**src/rtl/ahb_master_arbiter_if.sv**
```systemverilog
// ahb_master_arbiter_if: I-cache/D-cache request/response signals plus the shared AHB-Lite master pins
interface ahb_master_arbiter_if;
  logic        i_req;
  logic [31:0] i_addr;
  logic        i_burst;
  logic        i_gnt;
  logic        i_rvalid;
  logic        i_done;
  logic        i_err;
  logic        d_req;
  logic [31:0] d_addr;
  logic        d_write;
  logic        d_burst;
  logic [31:0] d_wdata;
  logic        d_gnt;
  logic        d_rvalid;
  logic        d_wack;
  logic        d_done;
  logic        d_err;
  logic [31:0] rdata;
  logic [31:0] HADDR;
  logic [2:0]  HBURST;
  logic        HMASTLOCK;
  logic [3:0]  HPROT;
  logic [2:0]  HSIZE;
  logic [1:0]  HTRANS;
  logic [31:0] HWDATA;
  logic        HWRITE;
  logic [31:0] HRDATA;
  logic        HREADY;
  logic        HRESP;
  modport master (
    input  i_req, i_addr, i_burst, d_req, d_addr, d_write, d_burst, d_wdata, HRDATA, HREADY, HRESP,
    output i_gnt, i_rvalid, i_done, i_err, d_gnt, d_rvalid, d_wack, d_done, d_err, rdata,
           HADDR, HBURST, HMASTLOCK, HPROT, HSIZE, HTRANS, HWDATA, HWRITE
  );
  modport slave (
    output i_req, i_addr, i_burst, d_req, d_addr, d_write, d_burst, d_wdata, HRDATA, HREADY, HRESP,
    input  i_gnt, i_rvalid, i_done, i_err, d_gnt, d_rvalid, d_wack, d_done, d_err, rdata,
           HADDR, HBURST, HMASTLOCK, HPROT, HSIZE, HTRANS, HWDATA, HWRITE
  );
endinterface

```
**src/rtl/ahb_master_arbiter.sv**
```systemverilog
// ahb_master_arbiter: shares one AHB-Lite master port between I-cache and D-cache transactions
// Define AHB_ARB_RR_EN for round-robin arbitration; default is fixed D-over-I priority.
module ahb_master_arbiter #(
  parameter int BURST_BEATS = 8,
  parameter int BEAT_CNT_W = 4
) (
  input logic clk,
  input logic reset_n,
  ahb_master_arbiter_if.master bus
);
  typedef enum logic [2:0] {S_IDLE, S_ADDR, S_BURST, S_LAST, S_ERR} state_t;
  state_t state_q, state_d;
  logic own_d_q, own_d_d;
  logic burst_q, burst_d, hwrite_q, hwrite_d, gnt_q, gnt_d;
  logic [31:0] haddr_q, haddr_d, hwdata_q, hwdata_d, sel_addr;
  logic [BEAT_CNT_W-1:0] iss_q, iss_d, last_beat;
  logic pick_d, in_data, fault, ok, done, err;
`ifdef AHB_ARB_RR_EN
  logic last_d_q;
  assign pick_d = bus.d_req && !(bus.i_req && last_d_q);
  always_ff @(posedge clk)
    if (!reset_n) last_d_q <= 1'b0;
    else if (state_q == S_IDLE && (bus.i_req || bus.d_req)) last_d_q <= pick_d;
`else
  assign pick_d = bus.d_req;
`endif
  assign sel_addr = pick_d ? bus.d_addr : bus.i_addr;
  assign last_beat = burst_q ? BEAT_CNT_W'(BURST_BEATS - 1) : '0;
  assign in_data = state_q == S_BURST || state_q == S_LAST;
  // first ERROR cycle: slave holds HREADY low with HRESP high
  assign fault = in_data && bus.HRESP && !bus.HREADY;
  assign ok = in_data && bus.HREADY && !bus.HRESP;
  assign err = state_q == S_ERR && bus.HREADY;
  assign done = (state_q == S_LAST && ok) || err;
  always_comb begin
    state_d = state_q;
    own_d_d = own_d_q;
    burst_d = burst_q;
    hwrite_d = hwrite_q;
    haddr_d = haddr_q;
    hwdata_d = hwdata_q;
    iss_d = iss_q;
    gnt_d = 1'b0;
    case (state_q)
      S_IDLE:
        if (bus.i_req || bus.d_req) begin
          state_d = S_ADDR;
          own_d_d = pick_d;
          burst_d = pick_d ? bus.d_burst : bus.i_burst;
          hwrite_d = pick_d && bus.d_write;
          haddr_d = sel_addr & ~32'h3;
          iss_d = '0;
          gnt_d = 1'b1;
        end
      S_ADDR, S_BURST:
        if (fault) state_d = S_ERR;
        else if (bus.HREADY) begin
          iss_d = iss_q + 1'b1;
          hwdata_d = hwrite_q ? bus.d_wdata : hwdata_q;
          state_d = iss_q == last_beat ? S_LAST : S_BURST;
          haddr_d = iss_q == last_beat ? haddr_q : haddr_q + 32'd4;
        end
      S_LAST:
        if (fault) state_d = S_ERR;
        else if (bus.HREADY) state_d = S_IDLE;
      S_ERR:
        if (bus.HREADY) state_d = S_IDLE;
      default: state_d = S_IDLE;
    endcase
  end
  always_ff @(posedge clk) begin
    if (!reset_n) begin
      state_q <= S_IDLE;
      own_d_q <= 1'b1;
      burst_q <= 1'b0;
      hwrite_q <= 1'b0;
      haddr_q <= '0;
      hwdata_q <= '0;
      iss_q <= '0;
      gnt_q <= 1'b0;
    end else begin
      state_q <= state_d;
      own_d_q <= own_d_d;
      burst_q <= burst_d;
      hwrite_q <= hwrite_d;
      haddr_q <= haddr_d;
      hwdata_q <= hwdata_d;
      iss_q <= iss_d;
      gnt_q <= gnt_d;
    end
  end
  assign bus.i_gnt = gnt_q && !own_d_q;
  assign bus.d_gnt = gnt_q && own_d_q;
  assign bus.i_rvalid = ok && !own_d_q;
  assign bus.d_rvalid = ok && own_d_q && !hwrite_q;
  assign bus.d_wack = ok && own_d_q && hwrite_q;
  assign bus.i_done = done && !own_d_q;
  assign bus.d_done = done && own_d_q;
  assign bus.i_err = err && !own_d_q;
  assign bus.d_err = err && own_d_q;
  assign bus.rdata = bus.HRDATA;
  assign bus.HADDR = haddr_q;
  assign bus.HBURST = !burst_q ? 3'b000 : BURST_BEATS == 4 ? 3'b011 : 3'b101;
  assign bus.HMASTLOCK = 1'b0;
  assign bus.HPROT = {3'b001, own_d_q};
  assign bus.HSIZE = 3'b010;
  assign bus.HTRANS = state_q == S_ADDR ? 2'b10 : (state_q == S_BURST && !fault) ? 2'b11 : 2'b00;
  assign bus.HWDATA = hwdata_q;
  assign bus.HWRITE = hwrite_q;
endmodule
```
**src/flat_wrapper.sv**
```systemverilog
// flat-port wrapper written by rule: the top's interface ports become plain ports
module ahb_master_arbiter_flat 
#(
  parameter int BURST_BEATS = 8,
  parameter int BEAT_CNT_W = 4
)
  (clk, reset_n, bus_i_req, bus_i_addr, bus_i_burst, bus_d_req, bus_d_addr, bus_d_write, bus_d_burst, bus_d_wdata, bus_HRDATA, bus_HREADY, bus_HRESP, bus_i_gnt, bus_i_rvalid, bus_i_done, bus_i_err, bus_d_gnt, bus_d_rvalid, bus_d_wack, bus_d_done, bus_d_err, bus_rdata, bus_HADDR, bus_HBURST, bus_HMASTLOCK, bus_HPROT, bus_HSIZE, bus_HTRANS, bus_HWDATA, bus_HWRITE);
  ahb_master_arbiter_if bus_i ();
  input logic clk;
  input logic reset_n;
  input wire logic [$bits(bus_i.i_req)-1:0] bus_i_req;
  input wire logic [$bits(bus_i.i_addr)-1:0] bus_i_addr;
  input wire logic [$bits(bus_i.i_burst)-1:0] bus_i_burst;
  input wire logic [$bits(bus_i.d_req)-1:0] bus_d_req;
  input wire logic [$bits(bus_i.d_addr)-1:0] bus_d_addr;
  input wire logic [$bits(bus_i.d_write)-1:0] bus_d_write;
  input wire logic [$bits(bus_i.d_burst)-1:0] bus_d_burst;
  input wire logic [$bits(bus_i.d_wdata)-1:0] bus_d_wdata;
  input wire logic [$bits(bus_i.HRDATA)-1:0] bus_HRDATA;
  input wire logic [$bits(bus_i.HREADY)-1:0] bus_HREADY;
  input wire logic [$bits(bus_i.HRESP)-1:0] bus_HRESP;
  output wire logic [$bits(bus_i.i_gnt)-1:0] bus_i_gnt;
  output wire logic [$bits(bus_i.i_rvalid)-1:0] bus_i_rvalid;
  output wire logic [$bits(bus_i.i_done)-1:0] bus_i_done;
  output wire logic [$bits(bus_i.i_err)-1:0] bus_i_err;
  output wire logic [$bits(bus_i.d_gnt)-1:0] bus_d_gnt;
  output wire logic [$bits(bus_i.d_rvalid)-1:0] bus_d_rvalid;
  output wire logic [$bits(bus_i.d_wack)-1:0] bus_d_wack;
  output wire logic [$bits(bus_i.d_done)-1:0] bus_d_done;
  output wire logic [$bits(bus_i.d_err)-1:0] bus_d_err;
  output wire logic [$bits(bus_i.rdata)-1:0] bus_rdata;
  output wire logic [$bits(bus_i.HADDR)-1:0] bus_HADDR;
  output wire logic [$bits(bus_i.HBURST)-1:0] bus_HBURST;
  output wire logic [$bits(bus_i.HMASTLOCK)-1:0] bus_HMASTLOCK;
  output wire logic [$bits(bus_i.HPROT)-1:0] bus_HPROT;
  output wire logic [$bits(bus_i.HSIZE)-1:0] bus_HSIZE;
  output wire logic [$bits(bus_i.HTRANS)-1:0] bus_HTRANS;
  output wire logic [$bits(bus_i.HWDATA)-1:0] bus_HWDATA;
  output wire logic [$bits(bus_i.HWRITE)-1:0] bus_HWRITE;
  assign bus_i.i_req = bus_i_req;
  assign bus_i.i_addr = bus_i_addr;
  assign bus_i.i_burst = bus_i_burst;
  assign bus_i.d_req = bus_d_req;
  assign bus_i.d_addr = bus_d_addr;
  assign bus_i.d_write = bus_d_write;
  assign bus_i.d_burst = bus_d_burst;
  assign bus_i.d_wdata = bus_d_wdata;
  assign bus_i.HRDATA = bus_HRDATA;
  assign bus_i.HREADY = bus_HREADY;
  assign bus_i.HRESP = bus_HRESP;
  assign bus_i_gnt = bus_i.i_gnt;
  assign bus_i_rvalid = bus_i.i_rvalid;
  assign bus_i_done = bus_i.i_done;
  assign bus_i_err = bus_i.i_err;
  assign bus_d_gnt = bus_i.d_gnt;
  assign bus_d_rvalid = bus_i.d_rvalid;
  assign bus_d_wack = bus_i.d_wack;
  assign bus_d_done = bus_i.d_done;
  assign bus_d_err = bus_i.d_err;
  assign bus_rdata = bus_i.rdata;
  assign bus_HADDR = bus_i.HADDR;
  assign bus_HBURST = bus_i.HBURST;
  assign bus_HMASTLOCK = bus_i.HMASTLOCK;
  assign bus_HPROT = bus_i.HPROT;
  assign bus_HSIZE = bus_i.HSIZE;
  assign bus_HTRANS = bus_i.HTRANS;
  assign bus_HWDATA = bus_i.HWDATA;
  assign bus_HWRITE = bus_i.HWRITE;
  ahb_master_arbiter #(.BURST_BEATS(BURST_BEATS), .BEAT_CNT_W(BEAT_CNT_W)) u_core (.clk(clk), .reset_n(reset_n), .bus(bus_i));
endmodule
```
**config.mk**
```make
export PLATFORM = sky130hd
export DESIGN_NAME = ahb_master_arbiter_flat
export DESIGN_NICKNAME = d
export VERILOG_FILES = /design/src/rtl/ahb_master_arbiter_if.sv /design/src/rtl/ahb_master_arbiter.sv /design/src/flat_wrapper.sv
export SDC_FILE = /design/constraint.sdc
export NUM_CORES = 1
export LEC_CHECK = 0
export CORE_MARGIN = 2
export CORE_UTILIZATION = 41
export DETAILED_ROUTE_END_ITERATION = 7
export GPL_ROUTABILITY_DRIVEN = 0
export HOLD_SLACK_MARGIN = 0.12
export MAX_ROUTING_LAYER = met4
export PLACE_DENSITY = 0.86
export SKIP_CTS_REPAIR_TIMING = 1
export SYNTH_ARGS = -nofsm -noshare
export SYNTH_HDL_FRONTEND = slang
export SYNTH_SLANG_ARGS = --single-unit
```
**constraint.sdc**
```tcl
create_clock -name clk -period 6.93 [get_ports clk]
set_input_delay 1.0395 -clock clk [delete_from_list [all_inputs] [get_ports clk]]
set_output_delay 1.0395 -clock clk [all_outputs]
set_load 0.005 [all_outputs]
```
-- Yosys cells after proc, flatten, opt, wreduce, memory -nomap -nowiden
Index checks and enable logic that the tools add are counted.
- add/subtract/negate cells: 2
- eq/ne operators: 10
- muxes and demuxes: 23
- bitwise operators: 1
- reductions and logical operators: 35
- operators with widths (kind ; number):
    32-bit two-way mux ; 5
    32-bit case mux with 2 select lines ; 1
    32-bit by 3-bit adder with 32-bit output (second input constant) ; 1
    3-bit two-way mux ; 7
    1-bit logical AND ; 18
    4-bit two-way mux ; 3
    3-bit case mux with 4 select lines ; 1
    4-bit case mux with 2 select lines ; 1
    4-bit AND reduction ; 2
    3-bit by 2-bit equality test with 1-bit output (second input constant) ; 2
    2-bit != test (second input constant) ; 3
    2-bit AND reduction ; 3
    1-bit logical NOT ; 5
    5-bit AND reduction ; 1
    4-bit by 1-bit adder with 4-bit output (second input constant) ; 1
    4-bit equality test ; 1
    2-bit two-way mux ; 2
    3-bit by 1-bit equality test with 1-bit output (second input constant) ; 1
    3-bit equality test (second input constant) ; 1
    3-bit logical NOT ; 1
    1-bit logical OR ; 3
    1-bit two-way mux ; 3
    3-bit by 2-bit != test with 1-bit output (second input constant) ; 1
    2-bit by 1-bit != test with 1-bit output (second input constant) ; 1
    3 further kinds ; 3
- register bits after elaboration: 75

-- Logic depth before layout (Yosys ltp)
Gate-level depths: netlist of run 1.
- depth in word-level cells: 8
- depth in mapped cells: 8
- gate-level depth less buffers: 6

-- Worst setup path after synthesis of run 1
No wires, ideal clock.
- path type: input port to output port
- start point: input port bus_HREADY
- end point: output port bus_d_wack
- arrival: 1.720 ns
- slack: 4.171 ns
- stages: 3
- cell sequence: clkbuf_1 -> nand2_1 -> nor4b_1
- cells in the longest elaborated chain, start to end: 4
- RTL lines (element ; line ; text):
    start, declared ; flat_wrapper.sv:20 ; input wire logic [$bits(bus_i.HREADY)-1:0] bus_HREADY;
    1-bit logical AND (2 in a row) ; ahb_master_arbiter.sv:32 ; assign ok = in_data && bus.HREADY && !bus.HRESP;
    1-bit logical AND (2 in a row) ; ahb_master_arbiter.sv:96 ; assign bus.d_wack = ok && own_d_q && hwrite_q;
    end, declared ; flat_wrapper.sv:28 ; output wire logic [$bits(bus_i.d_wack)-1:0] bus_d_wack;
No other way between the ends.

-- Worst setup path in the final report of run 1
- start point: input port bus_HREADY
- end point: output port bus_HTRANS[1]
- cells in the longest elaborated chain, start to end: 6
- RTL lines (element ; line ; text):
    1-bit logical NOT ; ahb_master_arbiter.sv:31 ; assign fault = in_data && bus.HRESP && !bus.HREADY;
    1-bit logical AND ; ahb_master_arbiter.sv:31 ;
    1-bit logical NOT ; ahb_master_arbiter.sv:107 ; assign bus.HTRANS = state_q == S_ADDR ? 2'b10 : (state_q == S_BURST && !fault) ? 2'b11 : 2'b00;
    1-bit logical AND ; ahb_master_arbiter.sv:107 ;
    2-bit two-way mux (2 in a row) ; ahb_master_arbiter.sv:107 ;
    end, declared ; flat_wrapper.sv:37 ; output wire logic [$bits(bus_i.HTRANS)-1:0] bus_HTRANS;
No other way between the ends.

==> results.cfg, run 1 <==
[synthesis]
yosys.area_share.simple_pct = 25.4
ys_top_cells_by_count = nand2_1 (101), a21oi_1 (75), dfxtp_1 (73)
synth_top_area_share_pct = 33.5
synth_cells = 582
synth-edff-count = 0
synth_top_cell_by_area = dfxtp_1
synth_top_family_by_area = simple AND/OR/NAND/NOR gates
synth_area_leaders = dfxtp_1 (34%), nand2_1 (8.7%), a21oi_1 (8.6%)
ys_types = 59
yosysWarnings = 0
synth_seq_area_share_pct = 33.5
synth_xor_xnor_area_share_pct = 0.402
syn_area_um2 = 4360
synth_ff_type = dfxtp_1
synth_mux_area_share_pct = 6.17
syn_avg_cell_area_um2 = 7.49
ys_seq_elements = 73
synthAdderAreaFrac_pct = 0.574
async_flop_share_pct = 0
yosysMostFrequentCell = nand2_1
synth_compound_area_share_pct = 21.9

[drt]
drtAntennaViolNets = 0
vias = 4764
drt_iter0_markers = 422
drt_first_pass_iters = 5
wl_per_cell_um = 16.0
drc = 0
via_per_inst = 5.68
finalWirelength_mm = 13.4

[layout]
final_util_pct = 58.8
drive_gt1_share_pct = 6.55
multiInputGateArea_um2 = 2420
nets = 836
seqCellArea_um2 = 1460
layout.cells.non_filler = 838
syn_to_final_growth_pct = 39.3
fill_cells = 902
n_antenna_cell = 0

[critical_path]
cp-start-kind = input port
reg2reg_depth = 6
cp.required_ns = 5.89
worstSetupPathType = in -> out
r2r-end = u_core.bus.HWDATA[12]
reg2reg_slack_ns = 4.26
crit_start = bus_HREADY
r2r-start = u_core.state_q[1]
critPathCapture = bus_HTRANS[1]
endpoint_kind = primary output
worstPathArrival_ns = 2.91
cp_max_fo = 12

[run]
cap_violations = 0

[cts]
worstSkewPairLatency_ns = 0.35
clk_pin_slew_ns = 0.08
clockBufferDepth = 2
cts_buffers = 9
h-tree-depth = 3
cts_tree = done
cts.sinks = 73
root_buffer = clkbuf_8

[floorplan]
initial_utilization_pct = 42.2
dieWidth_um = 107
core_area_um2 = 10300
die_h_um = 107
pin_count = 256
rows = 37
die-area_um2 = 11500

[timing]
clock_skew_ns = 0.0108
max-slew-margin-rel_pct = 19.5
fin_crit_sh_pct = 57.0
fin_crit_ns = 3.95
fin_hold_ws_ns = 0.455
clock.fmax_ghz = 0.253
tns_ns = 0
hold_viol_final = 0
setup_violations = 0
slew_viol_final = 0
worst_pin_slew_ns = 1.20
grt_setup_unrepaired = false

[grt]
gr-total-overflow = 0
grt_pass1_vias = 4401
antenna_found_initial = 0
grtUsageTotal_pct = 23.5
grt_max_degree = 56
grt_pass1_wl_mm = 21.3

[placement]
dp_hpwl_mm = 9.48
port_buffers = 177
dp.cells = 822

[pwr]
power_mw = 1.27
ir_worst_vdd_mv = 0.120
power.density_nw_per_um2 = 210
p_leak_nw = 2.12

[run_status]
run_status = finished, final reports clean

[min_path]
hp-class = reg -> reg
cells by family (layout without fill, tap and decap cells):
| group | after synthesis | after routing |
|---|---|---|
| AOI/OAI and AO/OA | 154 | 154 |
| xor gates and xnor gates | 2 | 2 |
| adders and majority gates | 2 | 2 |
| buffers and inverters | 93 | 205 |
| DFF | 73 | 73 |
| muxes | 26 | 26 |
| other | 2 | 10 |
| and+or+nand+nor | 230 | 230 |
where the power goes:
group | total [mW] | internal, mW | switching, mW
logic | 0.414 | 0.212 | 0.201
registers | 0.521 | 0.463 | 0.0584
clock network | 0.339 | 0.168 | 0.171
final cells by class:
type | instances | share of cell area [%]
Multi-Input combinational cell | 424 | 39.8
Timing Repair Buffer | 182 | 29.7
Sequential cell | 73 | 24.1
Tap cell | 136 | 2.80
Clock buffer | 10 | 2.10
Clock inverter | 6 | 1.11
Inverter | 7 | 0.433
flip-flops by register name, summed over array words and instances, names as in the netlist:
name and count:
u_core.gnt_q 1, u_core.burst_q 1, u_core.bus.HWRITE 1, u_core.state_q 3, u_core.bus.HADDR 30, u_core.iss_q 4
u_core.own_d_q 1, u_core.bus.HWDATA 32
how the worst min path moves through the flow:
stage	to	start	cells past startpoint
floorplan	u_core.bus.HWDATA[0]	u_core.bus.HWDATA[0]	2
global placement	u_core.bus.HWDATA[28]	u_core.bus.HWDATA[28]	2
detailed placement	u_core.bus.HWDATA[18]	u_core.bus.HWDATA[18]	2
CTS	u_core.bus.HWDATA[18]	u_core.bus.HWDATA[18]	2
global route	u_core.bus.HWDATA[18]	u_core.bus.HWDATA[18]	2
finish	u_core.bus.HWDATA[18]	u_core.bus.HWDATA[18]	2
cells in the final DEF, fill, tap and decap left out, types with 2 or more instances in the layout:
master           synthesis  routed
clkdlybuf4s50_1          0     176
nand2_1                101     101
a21oi_1                 75      75
dfxtp_1                 73      73
nor2_1                  37      36
o21ai_0                 25      25
nand3_1                 23      23
mux2i_1                 19      19
nor3_1                  15      15
conb_1                   2      10
nand4_1                  9       9
o22ai_1                  9       9
clkbuf_8                 0       9
a211oi_1                 8       8
and3_1                   8       8
nor4_1                   7       7
mux2_2                   7       7
inv_1                    6       6
nor2b_1                  6       6
o221a_2                  6       6
o31a_1                   5       5
buf_4                   45       5
or3_1                    4       4
or2_2                    3       3
or4_1                    3       3
a31oi_1                  3       3
and2_1                   2       2
o211a_1                  2       2
o32ai_1                  2       2
o211ai_1                 2       2
o221ai_1                 2       2
or4b_1                   2       2
or4_4                    2       2
a41oi_1                  2       2
a41o_1                   2       2
ha_1                     2       2
clkinvlp_4               0       2
worst max-delay path, stage by stage:
cell             delay [ns]
clkdlybuf4s50_1        0.69
inv_1                  0.16
a211oi_1               0.37
a31o_2                 0.16
clkdlybuf4s50_1        0.49
through the flow:
step,instance area [µm²],setup slack (ns)
after floorplan,4390,4.17
after global placement,5880,3.09
after detailed placement,5880,3.02
after CTS,6070,3.01
after global routing,6070,2.82
final,6070,2.98
layer usage:
metal	up-vias	routed length [µm]	track usage [%]
li1	2260	-	-
met5	-	0	-
met1	2218	5420	29.6
met4	0	403	9.65
met2	244	6620	38.1
met3	42	951	2.92
Note: power is estimated with default switching activity, not from simulation.
==> inputs of run 2 (changes only) <==
--- a/config.mk
+++ b/config.mk
@@ -6,12 +6,12 @@
 export NUM_CORES = 1
 export LEC_CHECK = 0
 export CORE_MARGIN = 2
-export CORE_UTILIZATION = 41
+export CORE_UTILIZATION = 35
 export DETAILED_ROUTE_END_ITERATION = 7
 export GPL_ROUTABILITY_DRIVEN = 0
 export HOLD_SLACK_MARGIN = 0.12
 export MAX_ROUTING_LAYER = met4
-export PLACE_DENSITY = 0.86
+export PLACE_DENSITY = 0.78
 export SKIP_CTS_REPAIR_TIMING = 1
 export SYNTH_ARGS = -nofsm -noshare
 export SYNTH_HDL_FRONTEND = slang
==> constraint.sdc (replaced) <==
create_clock -name clk -period 3.4 [get_ports clk]
set_input_delay 0.51 -clock clk [delete_from_list [all_inputs] [get_ports clk]]
set_output_delay 0.51 -clock clk [all_outputs]
set_load 0.005 [all_outputs]
==> results.cfg, run 2 (synthesis results as in run 1) <==
[min_path]
min_from = u_core.bus.HWDATA[6]
hp-class = reg -> reg

[cts]
clockBufferDepth = 2
cts.sinks = 73
cts_buffers = 9
worstSkewPairLatency_ns = 0.34
clk_pin_slew_ns = 0.06
cts_tree = done
root_buffer = clkbuf_16
h-tree-depth = 3

[floorplan]
die-area_um2 = 13400
rows = 40
pin_count = 256
die_h_um = 116
dieWidth_um = 116
initial_utilization_pct = 36.0
core_area_um2 = 12100

[placement]
port_buffers = 177
dpl_cell_area_um2 = 5980
dp_hpwl_mm = 10.2
dp.cells = 862

[layout]
fin_area_um2 = 6330
drive_gt1_share_pct = 7.61
n_antenna_cell = 0
layout_common_cells = clkdlybuf4s50_1 (176), nand2_1 (101), a21oi_1 (75)
nets = 844
layout.cells.non_filler = 878
syn_to_final_growth_pct = 45.2
largest_reg_flops = 32
final_common_cell = clkdlybuf4s50_1

[timing]
worst_pin_slew_ns = 0.665
slew_viol_final = 0
fin_crit_ns = 2.75
hold_viol_final = 0
setup_violations = 0
max-slew-margin-rel_pct = 55.3
grt_setup_unrepaired = false
clock.fmax_ghz = 0.364
fin_crit_sh_pct = 80.9
tns_ns = 0
clock_skew_ns = 0.00726

[critical_path]
worstPathArrival_ns = 2.24
r2r-start = u_core.bus.HADDR[2]
reg2reg_depth = 6
endpoint_kind = primary output
crit_start = u_core.state_q[2]
r2r-end = u_core.bus.HADDR[28]
reg2reg_slack_ns = 0.90
critPathCapture = bus_HTRANS[1]
cp_max_fo = 12
worstSetupPathType = reg -> out
cp.required_ns = 2.89
cp-start-kind = register

[drt]
wl_per_cell_um = 16.0
drt_first_pass_iters = 5
via_per_inst = 5.38
drc = 0
finalWirelength_mm = 14.1
vias = 4727
drt_iter0_markers = 312
drtAntennaViolNets = 0

[pwr]
ir_worst_vdd_mv = 0.203
power.density_nw_per_um2 = 483
p_leak_nw = 2.24

[grt]
grt_pass1_vias = 4347
grt_max_degree = 48
gr-total-overflow = 0
grt_pass1_wl_mm = 21.9
grtUsageTotal_pct = 21.2
antenna_found_initial = 0

[run_status]
run_status = finished, final reports clean

[run]
cap_violations = 0
## run 2: changes by cell type in the layout (fill, tap and decap cells not counted), sizes merged
| cell | before | now |
|---|---|---|
| buf | 6 | 14 |
| bufinv | 1 | 3 |
| clkbuf | 10 | 12 |
| clkinvlp | 2 | 0 |
| clkinv | 2 | 1 |
| inv | 8 | 7 |
## run 2: per-layer routing
layer | track usage [%] | up-vias | wire, µm
li1 | - | 2274 | -
met1 | 26.3 | 2230 | 5830
met2 | 34.3 | 193 | 7040
met3 | 2.72 | 30 | 850
met4 | 9.68 | 0 | 344
met5 | - | - | 0
## run 2: per-stage QoR
step / power (mW) / hold slack [ns] / util (%) / setup slack [ns]
2_1_floorplan: 1.54 / 0.453 / - / 1.14
3_3_place_gp: 1.91 / 0.441 / 49.4 / 0.794
3_5_place_dp: 1.94 / 0.449 / 49.4 / 0.780
4_1_cts: 3.07 / 0.455 / 52.3 / 0.622
5_1_grt: 3.20 / 0.472 / 52.3 / 0.484
6_report: 3.06 / 0.455 / 52.3 / 0.651
## run 2: worst max-delay path, cell delays in order (launching register included)
cell,delay (ns)
dfxtp_1,0.37
inv_1,0.31
nand2_1,0.21
a211oi_1,0.34
a31o_2,0.16
clkdlybuf4s50_1,0.52
## run 2: power by group
part / total [mW] / switching [mW] / internal [mW]
Combinational: 0.863 / 0.416 / 0.447
Sequential: 1.06 / 0.119 / 0.944
Clock: 1.13 / 0.374 / 0.759
## run 2: area by class of cell
| cell class | instances | area [µm²] |
|---|---|---|
| flip-flops and latches | 73 | 1460 |
| multi-input cells | 424 | 2420 |
| repair buffers | 190 | 1860 |
| inverters | 7 | 26.3 |
| well taps | 168 | 210 |
| fillers | 1140 | 5780 |
| clock inverters | 4 | 98.8 |
| clock buffers | 12 | 256 |
## run 2: how the worst min path moves through the flow
stage                                        to  cells after the start
after floorplan            u_core.bus.HWDATA[0]                      2
after global placement    u_core.bus.HWDATA[31]                      2
after detailed placement  u_core.bus.HWDATA[12]                      2
after CTS                  u_core.bus.HWDATA[6]                      2
after global routing      u_core.bus.HWDATA[15]                      2
final                      u_core.bus.HWDATA[6]                      2
==> inputs of run 3 (changes only) <==
--- a/config.mk
+++ b/config.mk
@@ -6,12 +6,12 @@
 export NUM_CORES = 1
 export LEC_CHECK = 0
 export CORE_MARGIN = 2
-export CORE_UTILIZATION = 35
+export CORE_UTILIZATION = 38
 export DETAILED_ROUTE_END_ITERATION = 7
 export GPL_ROUTABILITY_DRIVEN = 0
 export HOLD_SLACK_MARGIN = 0.12
 export MAX_ROUTING_LAYER = met4
-export PLACE_DENSITY = 0.78
+export PLACE_DENSITY = 0.81
 export SKIP_CTS_REPAIR_TIMING = 1
 export SYNTH_ARGS = -nofsm -noshare
 export SYNTH_HDL_FRONTEND = slang
==> constraint.sdc (replaced) <==
create_clock -name clk -period 2.8 [get_ports clk]
set_input_delay 0.42 -clock clk [delete_from_list [all_inputs] [get_ports clk]]
set_output_delay 0.42 -clock clk [all_outputs]
set_load 0.005 [all_outputs]
==> results.cfg, run 3 (synthesis results as in run 1) <==
[run_status]
run_status = finished, final reports clean

[timing]
setup_violations = 0
tns_ns = 0
clock.fmax_ghz = 0.393
fin_crit_ns = 2.55
worst_pin_slew_ns = 0.721
slew_viol_final = 0
max-slew-margin-rel_pct = 51.6
hold_viol_final = 0
grt_setup_unrepaired = false
fin_crit_sh_pct = 90.9
fin_hold_ws_ns = 0.453
clock_skew_ns = 0.00458

[grt]
grt_pass1_wl_mm = 22.4
grt_pass1_vias = 4689
antenna_found_initial = 0
grt_use_met2_pct = 36.6
gr-total-overflow = 0
top_usage_layer = met2
use_met1_pct = 26.7
grtUsageTotal_pct = 22.2
grt_max_degree = 40
grt_use_met3_pct = 3.23

[drt]
via_per_inst = 5.63
drt_first_pass_iters = 5
drt_iter0_markers = 337
finalWirelength_mm = 13.7
wl_per_cell_um = 16.1
vias = 4796
drtAntennaViolNets = 0
drc = 0

[pwr]
power.density_nw_per_um2 = 548
seqPwrFrac_pct = 38.0
switchingPower_mw = 1.13
clkPwrFrac_pct = 31.2
p_int_mw = 2.28
p_leak_nw = 2.20
power_mw = 3.41
combPwrFrac_pct = 30.8
ir_worst_vdd_mv = 0.284
sw_frac_of_total_pct = 33.0

[floorplan]
rows = 39
pin_count = 256
core_area_um2 = 11300
initial_utilization_pct = 38.5
dieWidth_um = 111
die_h_um = 111
die-area_um2 = 12400

[layout]
syn_to_final_growth_pct = 42.7
largest_reg_flops = 32
drive_gt1_share_pct = 7.62
n_antenna_cell = 0
fin_area_um2 = 6230
layout_common_cells = clkdlybuf4s50_1 (176), nand2_1 (101), a21oi_1 (75)
fill_cells = 1070
final_common_cell = clkdlybuf4s50_1
nets = 843

[cts]
root_buffer = clkbuf_16
cts.sinks = 73
worstSkewPairLatency_ns = 0.33
cts_buffers = 9
h-tree-depth = 3
clockBufferDepth = 2
clk_pin_slew_ns = 0.06
cts_tree = done

[critical_path]
worstPathArrival_ns = 2.13
endpoint_kind = primary output
cp.required_ns = 2.38
cp_max_fo = 8
worstSetupPathType = in -> out
cp-start-kind = input port

[min_path]
hp-class = reg -> reg

[placement]
dpl_cell_area_um2 = 5950
dp_hpwl_mm = 9.93
port_buffers = 177

[run]
cap_violations = 0
run 3: cell types whose count changed in the layout (fill, tap and decap cells not counted), sizes merged:
cell,delta
clkinv,+4
bufinv,-3
clkbuf,-3
clkinvlp,+2
buf,-1
run 3: metal layers:
layer | routed length (µm) | vias to the layer above | share of wire [%]
met2 | 6610 | 244 | 48
met3 | 984 | 50 | 7.2
met4 | 483 | 0 | 3.5
li1 | - | 2272 | -
met5 | 0 | - | 0
met1 | 5630 | 2230 | 41
run 3: power by group through the flow:
stage / Clock (mW) / Sequential (mW) / Combinational, mW
after floorplan: 0 / 1.28 / 0.589
after global placement: 0 / 1.30 / 1.01
after detailed placement: 0 / 1.31 / 1.03
after CTS: 1.08 / 1.29 / 1.04
after global routing: 1.13 / 1.31 / 1.14
final: 1.06 / 1.29 / 1.05
run 3: layout make-up:
class	instances	area [µm²]	share of cell area [%]
well taps	143	179	2.87
flip-flops and latches	73	1460	23.5
clock buffers	9	225	3.62
clock inverters	7	47.5	0.764
inverters	7	26.3	0.422
multi-input cells	424	2420	38.8
repair buffers	189	1870	30.0
run 3: metrics by stage:
stage / utilization, % / worst slack [ns] / std cells
floorplan: - / 0.536 / 590
global placement: 52.6 / 0.214 / 836
detailed placement: 52.6 / 0.196 / 836
CTS: 55.0 / 0.237 / 852
global route: 55.0 / 0.0922 / 852
finish: 55.0 / 0.254 / 852
run 3: worst paths after layout:
path	start	end	slack [ns]	depth (start not counted)
worst max-delay path	bus_HREADY	bus_HTRANS[1]	0.25	5
worst min-delay path	u_core.bus.HWDATA[24]	u_core.bus.HWDATA[24]	0.45	2
worst max register to register	u_core.bus.HADDR[2]	u_core.bus.HADDR[28]	0.30	6
worst min register to register	u_core.bus.HWDATA[24]	u_core.bus.HWDATA[24]	0.45	2
run 3: worst max-delay path, cell delays in order:
cell and delay, ns:
clkdlybuf4s50_1 0.62, inv_1 0.14, a211oi_1 0.31, a31o_2 0.15, clkdlybuf4s50_1 0.49
